[config.mk]
export PLATFORM = sky130hd
export DESIGN_NAME = hdr_exit_restart_gen_flat
export DESIGN_NICKNAME = d
export VERILOG_FILES = /design/src/rtl/hdr_exit_restart_gen_if.sv /design/src/rtl/hdr_exit_restart_gen.sv /design/src/flat_wrapper.sv
export SDC_FILE = /design/constraint.sdc
export NUM_CORES = 1
export LEC_CHECK = 0
export ABC_AREA = 1
export CAP_MARGIN = 20
export CORE_MARGIN = 3
export CORE_UTILIZATION = 54
export DETAILED_ROUTE_END_ITERATION = 10
export PLACE_DENSITY_LB_ADDON = 0.05
export SLEW_MARGIN = 0
export SYNTH_ARGS = -nofsm -noshare
export SYNTH_HDL_FRONTEND = slang
export SYNTH_SLANG_ARGS = --single-unit
export TNS_END_PERCENT = 5
[constraint.sdc]
create_clock -name i_sys_clk -period 1.5 [get_ports i_sys_clk]
set_clock_uncertainty 0.15 [all_clocks]
set_input_delay 0.3 -clock i_sys_clk [delete_from_list [all_inputs] [get_ports i_sys_clk]]
set_output_delay 0.3 -clock i_sys_clk [all_outputs]
set_load 0.05 [all_outputs]
[src/rtl/hdr_exit_restart_gen_if.sv]
// HDR Exit/Restart generator interface: command handshake plus bus drive values.
// Latency: n/a (wiring only).
// Backpressure: none. The controller may pulse a start at any time, and the generator drops any start it cannot take.
//
// Signals
//   i_gen_start/i_gen_type/i_gen_abort : controller -> generator command
//   o_scl/o_sda/o_bus_oe              : generator -> SDR/HDR bus mux
//   o_gen_busy/o_gen_done             : generator -> controller status
//   HDR_EXIT_GEN_STATUS_EN adds o_start_dropped and o_phase_idx.
`timescale 1ns/1ps
interface hdr_exit_restart_gen_if;
  logic       i_gen_start;
  logic       i_gen_type;
  logic       i_gen_abort;
  logic       o_scl;
  logic       o_sda;
  logic       o_bus_oe;
  logic       o_gen_busy;
  logic       o_gen_done;
`ifdef HDR_EXIT_GEN_STATUS_EN
  logic       o_start_dropped;
  logic [3:0] o_phase_idx;
`endif

  // Controller side
  modport master (
    output i_gen_start, i_gen_type, i_gen_abort,
    input  o_scl, o_sda, o_bus_oe, o_gen_busy, o_gen_done
`ifdef HDR_EXIT_GEN_STATUS_EN
    , input o_start_dropped, o_phase_idx
`endif
  );

  // Generator side
  modport slave (
    input  i_gen_start, i_gen_type, i_gen_abort,
    output o_scl, o_sda, o_bus_oe, o_gen_busy, o_gen_done
`ifdef HDR_EXIT_GEN_STATUS_EN
    , output o_start_dropped, o_phase_idx
`endif
  );
endinterface

[src/rtl/hdr_exit_restart_gen.sv]
// I3C HDR Exit / HDR Restart bus pattern generator (controller transmit side).
// Latency: outputs are registered. Busy lasts 10*PHASE_CYCLES cycles (Exit) or 7*PHASE_CYCLES cycles (Restart), then done pulses for 1 cycle.
// Backpressure: none. A start is taken only in IDLE, and a start arriving while busy or in DONE is dropped, not queued.
//
// Ports
//   i_sys_clk : system clock, rising edge
//   i_sys_rst : asynchronous active-high reset
//   gen_if    : hdr_exit_restart_gen_if.slave
//               (start/type/abort in; scl/sda/oe/busy/done out)
// Optional: define HDR_EXIT_GEN_STATUS_EN for the o_start_dropped and o_phase_idx status outputs.
`timescale 1ns/1ps
module hdr_exit_restart_gen #(
  parameter int PHASE_CYCLES = 2,   // cycles per bus phase, 1..15
  parameter int CNT_W        = 4    // hold counter width, 2^CNT_W > PHASE_CYCLES
) (
  input  logic                  i_sys_clk,
  input  logic                  i_sys_rst,
  hdr_exit_restart_gen_if.slave gen_if
);

  localparam logic [2:0] ST_IDLE   = 3'd0;
  localparam logic [2:0] ST_PRE    = 3'd1;
  localparam logic [2:0] ST_TOGGLE = 3'd2;
  localparam logic [2:0] ST_SCL_HI = 3'd3;
  localparam logic [2:0] ST_SDA_HI = 3'd4;
  localparam logic [2:0] ST_SCL_LO = 3'd5;
  localparam logic [2:0] ST_DONE   = 3'd6;

  localparam logic [CNT_W-1:0] HOLD_LAST   = CNT_W'(PHASE_CYCLES - 1);
  localparam logic [2:0]       TOG_EXIT    = 3'd7;
  localparam logic [2:0]       TOG_RESTART = 3'd3;

  logic [2:0]       state_q, state_d;
  logic [CNT_W-1:0] hold_q, hold_d;
  logic [2:0]       tog_q, tog_d;
  logic             type_q, type_d;
  logic             scl_q, scl_d;
  logic             sda_q, sda_d;
  logic             oe_q, oe_d;
  logic             busy_q, busy_d;
  logic             done_q, done_d;
  logic             accept;       // start taken this cycle
  logic             adv;          // moving into a new phase this cycle
  logic             phase_end;
  logic             last_toggle;

  assign phase_end   = (hold_q == HOLD_LAST);
  assign last_toggle = (tog_q == (type_q ? TOG_RESTART : TOG_EXIT));

  always_comb begin
    state_d = state_q;
    hold_d  = hold_q;
    tog_d   = tog_q;
    type_d  = type_q;
    scl_d   = scl_q;
    sda_d   = sda_q;
    oe_d    = oe_q;
    busy_d  = busy_q;
    done_d  = 1'b0;
    accept  = 1'b0;
    adv     = 1'b0;

    if ((state_q != ST_IDLE) && gen_if.i_gen_abort) begin
      // Abort beats any phase advance. Release the bus with no done pulse.
      state_d = ST_IDLE;
      hold_d  = '0;
      tog_d   = '0;
      scl_d   = 1'b1;
      sda_d   = 1'b1;
      oe_d    = 1'b0;
      busy_d  = 1'b0;
    end else begin
      case (state_q)
        ST_IDLE: begin
          scl_d  = 1'b1;
          sda_d  = 1'b1;
          oe_d   = 1'b0;
          busy_d = 1'b0;
          hold_d = '0;
          // A start that coincides with an abort is dropped.
          if (gen_if.i_gen_start && !gen_if.i_gen_abort) begin
            accept  = 1'b1;
            type_d  = gen_if.i_gen_type;
            tog_d   = '0;
            state_d = ST_PRE;
            scl_d   = 1'b0;
            oe_d    = 1'b1;
            busy_d  = 1'b1;
          end
        end

        ST_DONE: begin
          state_d = ST_IDLE;
          hold_d  = '0;
          tog_d   = '0;
          scl_d   = 1'b1;
          sda_d   = 1'b1;
          oe_d    = 1'b0;
          busy_d  = 1'b0;
        end

        default: begin
          if (!phase_end) begin
            hold_d = hold_q + CNT_W'(1);
          end else begin
            hold_d = '0;
            adv    = 1'b1;
            case (state_q)
              ST_PRE: begin
                // The first toggle happens on entry to TOGGLE.
                state_d = ST_TOGGLE;
                sda_d   = ~sda_q;
                tog_d   = 3'd1;
              end
              ST_TOGGLE: begin
                if (last_toggle) begin
                  state_d = ST_SCL_HI;
                  scl_d   = 1'b1;
                end else begin
                  sda_d = ~sda_q;
                  tog_d = tog_q + 3'd1;
                end
              end
              ST_SCL_HI: begin
                // SDA rising with SCL high: STOP for Exit, Sr for Restart.
                state_d = ST_SDA_HI;
                sda_d   = 1'b1;
              end
              ST_SDA_HI: begin
                if (type_q) begin
                  state_d = ST_SCL_LO;
                  scl_d   = 1'b0;
                end else begin
                  state_d = ST_DONE;
                  done_d  = 1'b1;
                  oe_d    = 1'b0;
                  busy_d  = 1'b0;
                end
              end
              ST_SCL_LO: begin
                state_d = ST_DONE;
                scl_d   = 1'b1;
                done_d  = 1'b1;
                oe_d    = 1'b0;
                busy_d  = 1'b0;
              end
              default: begin
                state_d = ST_IDLE;
                scl_d   = 1'b1;
                sda_d   = 1'b1;
                oe_d    = 1'b0;
                busy_d  = 1'b0;
                adv     = 1'b0;
              end
            endcase
          end
        end
      endcase
    end
  end

  always_ff @(posedge i_sys_clk or posedge i_sys_rst) begin
    if (i_sys_rst) begin
      state_q <= ST_IDLE;
      hold_q  <= '0;
      tog_q   <= '0;
      type_q  <= 1'b0;
      scl_q   <= 1'b1;
      sda_q   <= 1'b1;
      oe_q    <= 1'b0;
      busy_q  <= 1'b0;
      done_q  <= 1'b0;
    end else begin
      state_q <= state_d;
      hold_q  <= hold_d;
      tog_q   <= tog_d;
      type_q  <= type_d;
      scl_q   <= scl_d;
      sda_q   <= sda_d;
      oe_q    <= oe_d;
      busy_q  <= busy_d;
      done_q  <= done_d;
    end
  end

  assign gen_if.o_scl      = scl_q;
  assign gen_if.o_sda      = sda_q;
  assign gen_if.o_bus_oe   = oe_q;
  assign gen_if.o_gen_busy = busy_q;
  assign gen_if.o_gen_done = done_q;

`ifdef HDR_EXIT_GEN_STATUS_EN
  logic       dropped_q;
  logic [3:0] phase_idx_q;

  always_ff @(posedge i_sys_clk or posedge i_sys_rst) begin
    if (i_sys_rst) begin
      dropped_q   <= 1'b0;
      phase_idx_q <= 4'd0;
    end else begin
      // Any start that is not accepted is a drop: busy, DONE, or lost to abort.
      if (accept) begin
        dropped_q <= 1'b0;
      end else if (gen_if.i_gen_start) begin
        dropped_q <= 1'b1;
      end

      if (accept) begin
        phase_idx_q <= 4'd1;
      end else if (state_d == ST_IDLE) begin
        phase_idx_q <= 4'd0;
      end else if (adv) begin
        phase_idx_q <= phase_idx_q + 4'd1;
      end
    end
  end

  assign gen_if.o_start_dropped = dropped_q;
  assign gen_if.o_phase_idx     = phase_idx_q;
`endif

endmodule

[src/flat_wrapper.sv]
// flat-port wrapper written by rule: the top's interface ports become plain ports
module hdr_exit_restart_gen_flat 
#(
  parameter int PHASE_CYCLES = 2,                                 
  parameter int CNT_W        = 4                                                 
)
  (i_sys_clk, i_sys_rst, gen_if_i_gen_start, gen_if_i_gen_type, gen_if_i_gen_abort, gen_if_o_scl, gen_if_o_sda, gen_if_o_bus_oe, gen_if_o_gen_busy, gen_if_o_gen_done);
  hdr_exit_restart_gen_if gen_if_i ();
  input  logic i_sys_clk;
  input  logic i_sys_rst;
  input wire logic [$bits(gen_if_i.i_gen_start)-1:0] gen_if_i_gen_start;
  input wire logic [$bits(gen_if_i.i_gen_type)-1:0] gen_if_i_gen_type;
  input wire logic [$bits(gen_if_i.i_gen_abort)-1:0] gen_if_i_gen_abort;
  output wire logic [$bits(gen_if_i.o_scl)-1:0] gen_if_o_scl;
  output wire logic [$bits(gen_if_i.o_sda)-1:0] gen_if_o_sda;
  output wire logic [$bits(gen_if_i.o_bus_oe)-1:0] gen_if_o_bus_oe;
  output wire logic [$bits(gen_if_i.o_gen_busy)-1:0] gen_if_o_gen_busy;
  output wire logic [$bits(gen_if_i.o_gen_done)-1:0] gen_if_o_gen_done;
  assign gen_if_i.i_gen_start = gen_if_i_gen_start;
  assign gen_if_i.i_gen_type = gen_if_i_gen_type;
  assign gen_if_i.i_gen_abort = gen_if_i_gen_abort;
  assign gen_if_o_scl = gen_if_i.o_scl;
  assign gen_if_o_sda = gen_if_i.o_sda;
  assign gen_if_o_bus_oe = gen_if_i.o_bus_oe;
  assign gen_if_o_gen_busy = gen_if_i.o_gen_busy;
  assign gen_if_o_gen_done = gen_if_i.o_gen_done;
  hdr_exit_restart_gen #(.PHASE_CYCLES(PHASE_CYCLES), .CNT_W(CNT_W)) u_core (.i_sys_clk(i_sys_clk), .i_sys_rst(i_sys_rst), .gen_if(gen_if_i));
endmodule
==> impl_metrics.tcl, run 1 <==
set metrics [dict create \
    vias 892 \
    finalSetupTns_ns 0 \
    maxCapViolations 0 \
    clkLatencyLatePin_ns 0.29 \
    max_stage_delay_ns 0.59 \
    grt_max_degree 16 \
    max_freq_ghz 0.6792 \
    antennaDiodeCount 0 \
    place_ws_ns -0.1875 \
    setup_violations 0 \
    routabilityCongestion 0.9359 \
    drc 0 \
    die_w_um 47.86 \
    leakage_uw 0.0006004 \
    cts_tree "done" \
    ir_drop_uv 1589 \
    hpwl_um 1518 \
    core_um2 1577 \
    finalNonFillerCells 159 \
    cp_cell_sequence "buf_12" \
    ios 10 \
    critPathMaxFanout 3 \
    drt-initial-drc-count 39 \
    yosys_warnings 0 \
    grt_overflow_total 0 \
    critPathBufInv 1 \
    grt_usage_pct 20.52 \
    grt_setup_unrepaired "yes" \
    htree_num_levels 1 \
    final_core_util_pct 75.71 \
    grtUsageMet1_pct 29.43 \
    drive_gt1_share_pct 30.77 \
    cts.clk_slew.worst_paths_ns 0.10 \
    synthCells 124 \
    clockBufferDepth 2 \
    rows 14 \
    setup_slack_ns 0.02772 \
    avgRoutedWirePerCell_um 12.67 \
    syn_nets 132 \
    cp-start-kind "flop" \
    slew_headroom_pct 83.27 \
    ys_seq_area_share_pct 39.95 \
    critical-path-top-delay-family "flip-flops" \
    die_height_um 47.86 \
    ys_seq_elements 15 \
    worstSetupPathType "reg2out" \
    timing_hold_violations_final 0 \
    synth_cell_types 25 \
    fill_cells 108 \
    cts_buffers 3 \
    avgViaCountPerCell 5.610 \
    power_uw 2407 \
    initial_core_util_pct 60.00 \
    areaGrowthSynthToFinish_pct 26.19 \
    fin_crit_ns 1.472 \
    antenna_left 0 \
    grt_pass1_vias 805 \
    root_buffer "clkbuf_4" \
    critical_path_required_ns 1.05 \
    worstPathArrival_ns 1.02 \
    worstSetupEndpointType "output pin" \
    antenna_found_initial 0 \
    status "completed" \
    p_per_area_nw_per_um2 2017 \
    slew_violations 0 \
    firstDrtPassIters 4 \
    crit_slowest_cell "dfstp_2" \
    fin_crit_sh_pct 98.15 \
    met3_usage_pct 2.632 \
    tightest_slew_ns 0.2483 \
    syn_avg_cell_area_um2 7.628 \
    wl_um 2014 \
    cts_sinks 15 \
    netlist_area_um2 945.9 \
    grt_pass1_wl_um 3298 \
    use_met2_pct 30.87 \
    fin_nets 152 \
    die_area_um2 2290 \
    numPortBuffers 9 \
    cts_hold_buf 0 \
    busiest_layer "met2" \
    place_inst 153 \
    min_path_type "in2async" \
]
## where the power goes
part           switching, uW  internal (uW)
combinational            843            587
sequential               182            561
clock                    136           99.0
total                   1160           1250
## metrics by stage
step / instance area, um2 / hold WS [ns]
3_3_place_gp: 1132 / 0.3228
3_5_place_dp: 1132 / 0.3286
5_1_grt: 1194 / 0.1804
2_1_floorplan: 945.9 / 0.05005
4_1_cts: 1160 / 0.1612
6_report: 1194 / 0.1511
## layout by cell type, fill, tap and decap left out, types with 2 or more instances in the layout
cell	n
a21oi_1	3
buf_12	5
buf_4	9
clkbuf_4	3
clkdlybuf4s50_1	4
dfrtp_1	10
dfrtp_2	3
dfstp_2	2
ha_1	2
inv_1	9
inv_2	3
nand2_1	36
nand2_2	8
nand3_1	6
nand3_2	3
nand4_1	5
nor2_1	12
nor2_2	2
o211ai_1	2
o21ai_0	2
o21ai_1	4
xor2_1	2
## layer usage
layer	share of wire [%]	vias up
met5	0	-
met4	1.5	0
met3	9.2	6
met2	45	44
met1	44	409
li1	-	433
## sequential cells by signal (all words and copies together) (netlist names)
signal	flops
u_core.state_q	3
u_core.gen_if.o_scl	1
u_core.tog_q	3
u_core.type_q	1
u_core.gen_if.o_bus_oe	1
u_core.gen_if.o_gen_done	1
u_core.gen_if.o_sda	1
u_core.hold_q	4
## logic make-up (layout without fill, tap and decap cells)
family	count (synthesis)	after routing	share of synthesized area [%]
AO/OA/AOI/OAI	11	11	6.348
AND/OR/NAND/NOR	76	76	38.76
flip-flops	15	15	39.95
XOR/XNOR	3	3	2.778
adder cells (fa/ha/maj)	3	3	3.969
buffers and inverters	16	35	8.201
## worst paths after layout
path,slack (ns),end,cells after the start,startpoint
max in group asynchronous,0.81,u_core.gen_if.o_scl,3,i_sys_rst
min in group i_sys_clk,0.35,u_core.hold_q[0],1,u_core.hold_q[0]
setup / recovery,0.03,gen_if_o_sda,1,u_core.gen_if.o_sda
hold / removal,0.15,u_core.gen_if.o_bus_oe,3,i_sys_rst
setup reg to reg,0.08,u_core.tog_q[1],9,u_core.state_q[1]
hold reg to reg,0.35,u_core.hold_q[0],1,u_core.hold_q[0]
## Yosys cell counts (all sizes together)
library cell	instances	area share (%)
nand2	45	21
ha	3	4.0
dfstp	2	5.6
nor3	1	0.53
nor2	15	7.0
dfrtp	13	34
xnor2	1	0.93
o21ai	6	3.2
nand4	5	3.3
nand3	10	7.1
inv	13	5.4
a21oi	3	1.6
buf	3	2.8
xor2	2	1.9
o211ai	2	1.6
## layout make-up
type	count	area, um2	area share [%]
Timing Repair Buffer	18	207.7	17.40
Tap cell	16	20.02	1.677
Inverter	13	51.30	4.298
Clock buffer	3	22.52	1.887
Sequential cell	15	381.6	31.97
Clock inverter	1	5.005	0.4193
Multi-Input combinational cell	93	505.5	42.35
## what timing repair did
item	CTS	global route
buffers inserted	0	2
setup endpoints to repair	0	10
gates resized for setup	0	7
Power figures use the tool's default switching activity.
==> inputs of run 2 (changes only) <==
--- a/config.mk
+++ b/config.mk
@@ -11,6 +11,7 @@
 export CORE_UTILIZATION = 54
 export DETAILED_ROUTE_END_ITERATION = 10
 export PLACE_DENSITY_LB_ADDON = 0.05
+export SKIP_CTS_REPAIR_TIMING = 1
 export SLEW_MARGIN = 0
 export SYNTH_ARGS = -nofsm -noshare
 export SYNTH_HDL_FRONTEND = slang
==> results of run 2 <==
The final DEF is identical to that of run 1; final timing and power are the same.
==> inputs of run 3 (changes only) <==
--- a/config.mk
+++ b/config.mk
@@ -7,10 +7,12 @@
 export LEC_CHECK = 0
 export ABC_AREA = 1
 export CAP_MARGIN = 20
-export CORE_MARGIN = 3
+export CORE_MARGIN = 10
 export CORE_UTILIZATION = 54
 export DETAILED_ROUTE_END_ITERATION = 10
+export GPL_TIMING_DRIVEN = 0
 export PLACE_DENSITY_LB_ADDON = 0.05
+export RECOVER_POWER = 25
 export SKIP_CTS_REPAIR_TIMING = 1
 export SLEW_MARGIN = 0
 export SYNTH_ARGS = -nofsm -noshare
==> impl_metrics.tcl, run 3 (synthesis gave the netlist of run 1 again) <==
set metrics [dict create \
    fill_cells 162 \
    dpl_cell_area_um2 1057 \
    ios 10 \
    mostFrequentLayoutCells "nand2_1, nor2_1, dfrtp_1" \
    final_core_util_pct 65.41 \
    min_path_type "in2reg" \
    critical_path_required_ns 1.54 \
    max_flop_register "u_core.hold_q" \
    status "completed" \
    wl_um 2124 \
    antenna_left 0 \
    ff2ff_path_depth 7 \
    antenna_found_initial 0 \
    drt-initial-drc-count 28 \
    whs_endpoint "u_core.state_q[0]" \
    avgRoutedWirePerCell_um 13.62 \
    layout_commonest_cell "nand2_1" \
    max_stage_delay_ns 0.41 \
    cp-start-kind "flop" \
    critPathBufInv 0 \
    initial_core_util_pct 56.00 \
    worstSetupEndpointType "flop" \
    largest_reg_flops 4 \
    clkLatencyLatePin_ns 0.29 \
    antennaDiodeCount 0 \
    routabilityCongestion 0.9068 \
    cts_sinks 15 \
    hpwl_um 1612 \
    finish.instance_area_um2 1105 \
    grt_setup_unrepaired "yes" \
    rows 15 \
    fin_crit_ns 1.474 \
    die_w_um 61.86 \
    cts_buffers 3 \
    vias 850 \
    clockBufferDepth 2 \
    fin_crit_sh_pct 98.25 \
    grt_pass1_wl_um 3677 \
    die_area_um2 3826 \
    numPortBuffers 9 \
    core_um2 1689 \
    slew_headroom_pct 60.67 \
    holdWs_ns 0.3348 \
    place_ws_ns -0.3855 \
    r2r_slack_ns 0.03 \
    cp_common_cell "nand2_1" \
    htree_num_levels 1 \
    maxCapViolations 0 \
    critical-path-top-delay-family "simple AND/OR/NAND/NOR gates" \
    slew_violations 0 \
    largestRegisters "u_core.hold_q x4, u_core.state_q x3, u_core.tog_q x3" \
    firstDrtPassIters 4 \
    finalNonFillerCells 156 \
    drive_gt1_share_pct 26.62 \
    whs_path_depth 4 \
    timing_hold_violations_final 0 \
    grt_overflow_total 0 \
    areaGrowthSynthToFinish_pct 16.80 \
    drc 0 \
    grt_max_degree 16 \
    place_inst 150 \
    cp_cell_sequence "ha_1 -> nand3_2 -> nor2_1 -> nor2_2 -> nand2_2 -> nand2_1 -> nand2_1" \
    p_per_area_nw_per_um2 2069 \
    avgViaCountPerCell 5.449 \
    ir_drop_uv 1367 \
    tightest_slew_ns 0.5893 \
    reg2reg_to "u_core.tog_q[1]" \
    die_height_um 61.86 \
    r2r-start "u_core.tog_q[0]" \
    setup_slack_ns 0.02621 \
    setup_violations 0 \
    cts.clk_slew.worst_paths_ns 0.09 \
    grt_usage_pct 12.77 \
    cts_tree "done" \
    grt_pass1_vias 866 \
    fin_nets 148 \
    critPathMaxFanout 4 \
    min-delay-start "gen_if_i_gen_abort" \
    max_freq_ghz 0.6785 \
    root_buffer "clkbuf_4" \
    worstSetupPathType "reg2reg" \
    leakage_uw 0.0005756 \
    worstPathArrival_ns 1.51 \
    crit_slowest_cell "dfrtp_1" \
]
-- run 3: tightest hold or removal path, cell delays in order --
cell and delay (ns):
dlymetal6s2s_1 0.18, nand2_2 0.12, nand4_1 0.08, o21ai_1 0.06
-- run 3: how the worst max path moves through the flow --
| stage | start | to | slack (ns) | depth (start not counted) |
|---|---|---|---|---|
| after floorplan | u_core.state_q[1] | u_core.tog_q[2] | 0.13 | 9 |
| after global placement | gen_if_i_gen_abort | u_core.tog_q[2] | -0.36 | 10 |
| after detailed placement | gen_if_i_gen_abort | u_core.tog_q[1] | -0.39 | 10 |
| after CTS | u_core.gen_if.o_sda | gen_if_o_sda | -0.61 | 1 |
| after global routing | u_core.state_q[1] | u_core.tog_q[0] | -0.08 | 9 |
| final | u_core.tog_q[0] | u_core.tog_q[1] | 0.03 | 7 |
-- run 3: per-layer routing --
layer	global-route usage, %	vias to the layer above	share of wire [%]	wire length [um]
met3	3.455	5	5.7	121
met1	14.71	393	45	948
met5	0	-	0	0
met4	7.325	0	2.1	44
met2	20.79	25	48	1010
li1	-	427	-	-
-- run 3: layout make-up --
cell class	count	area, um2	area share [%]
buffer	3	30.03	2.718
multi-input combinational	93	503.0	45.53
tap	17	21.27	1.925
clock buffer	4	26.28	2.378
inverter	13	51.30	4.643
timing repair buffer	11	93.84	8.494
sequential	15	379.1	34.31
-- run 3: report_power, final --
part           total, uW  switching [uW]  internal, uW  leakage, uW
clock network        236             132           104    0.0000150
registers            666             110           556     0.000192
logic               1380             908           476     0.000369
total               2290            1150          1130     0.000576
-- run 3: per-stage QoR --
| stage | setup TNS [ns] | power (uW) |
|---|---|---|
| final | 0 | 2286 |
| after global routing | -0.2487 | 2462 |
| after CTS | -2.912 | 2227 |
| after detailed placement | -4.678 | 1989 |
| after global placement | -4.225 | 1938 |
| after floorplan | 0 | 1669 |
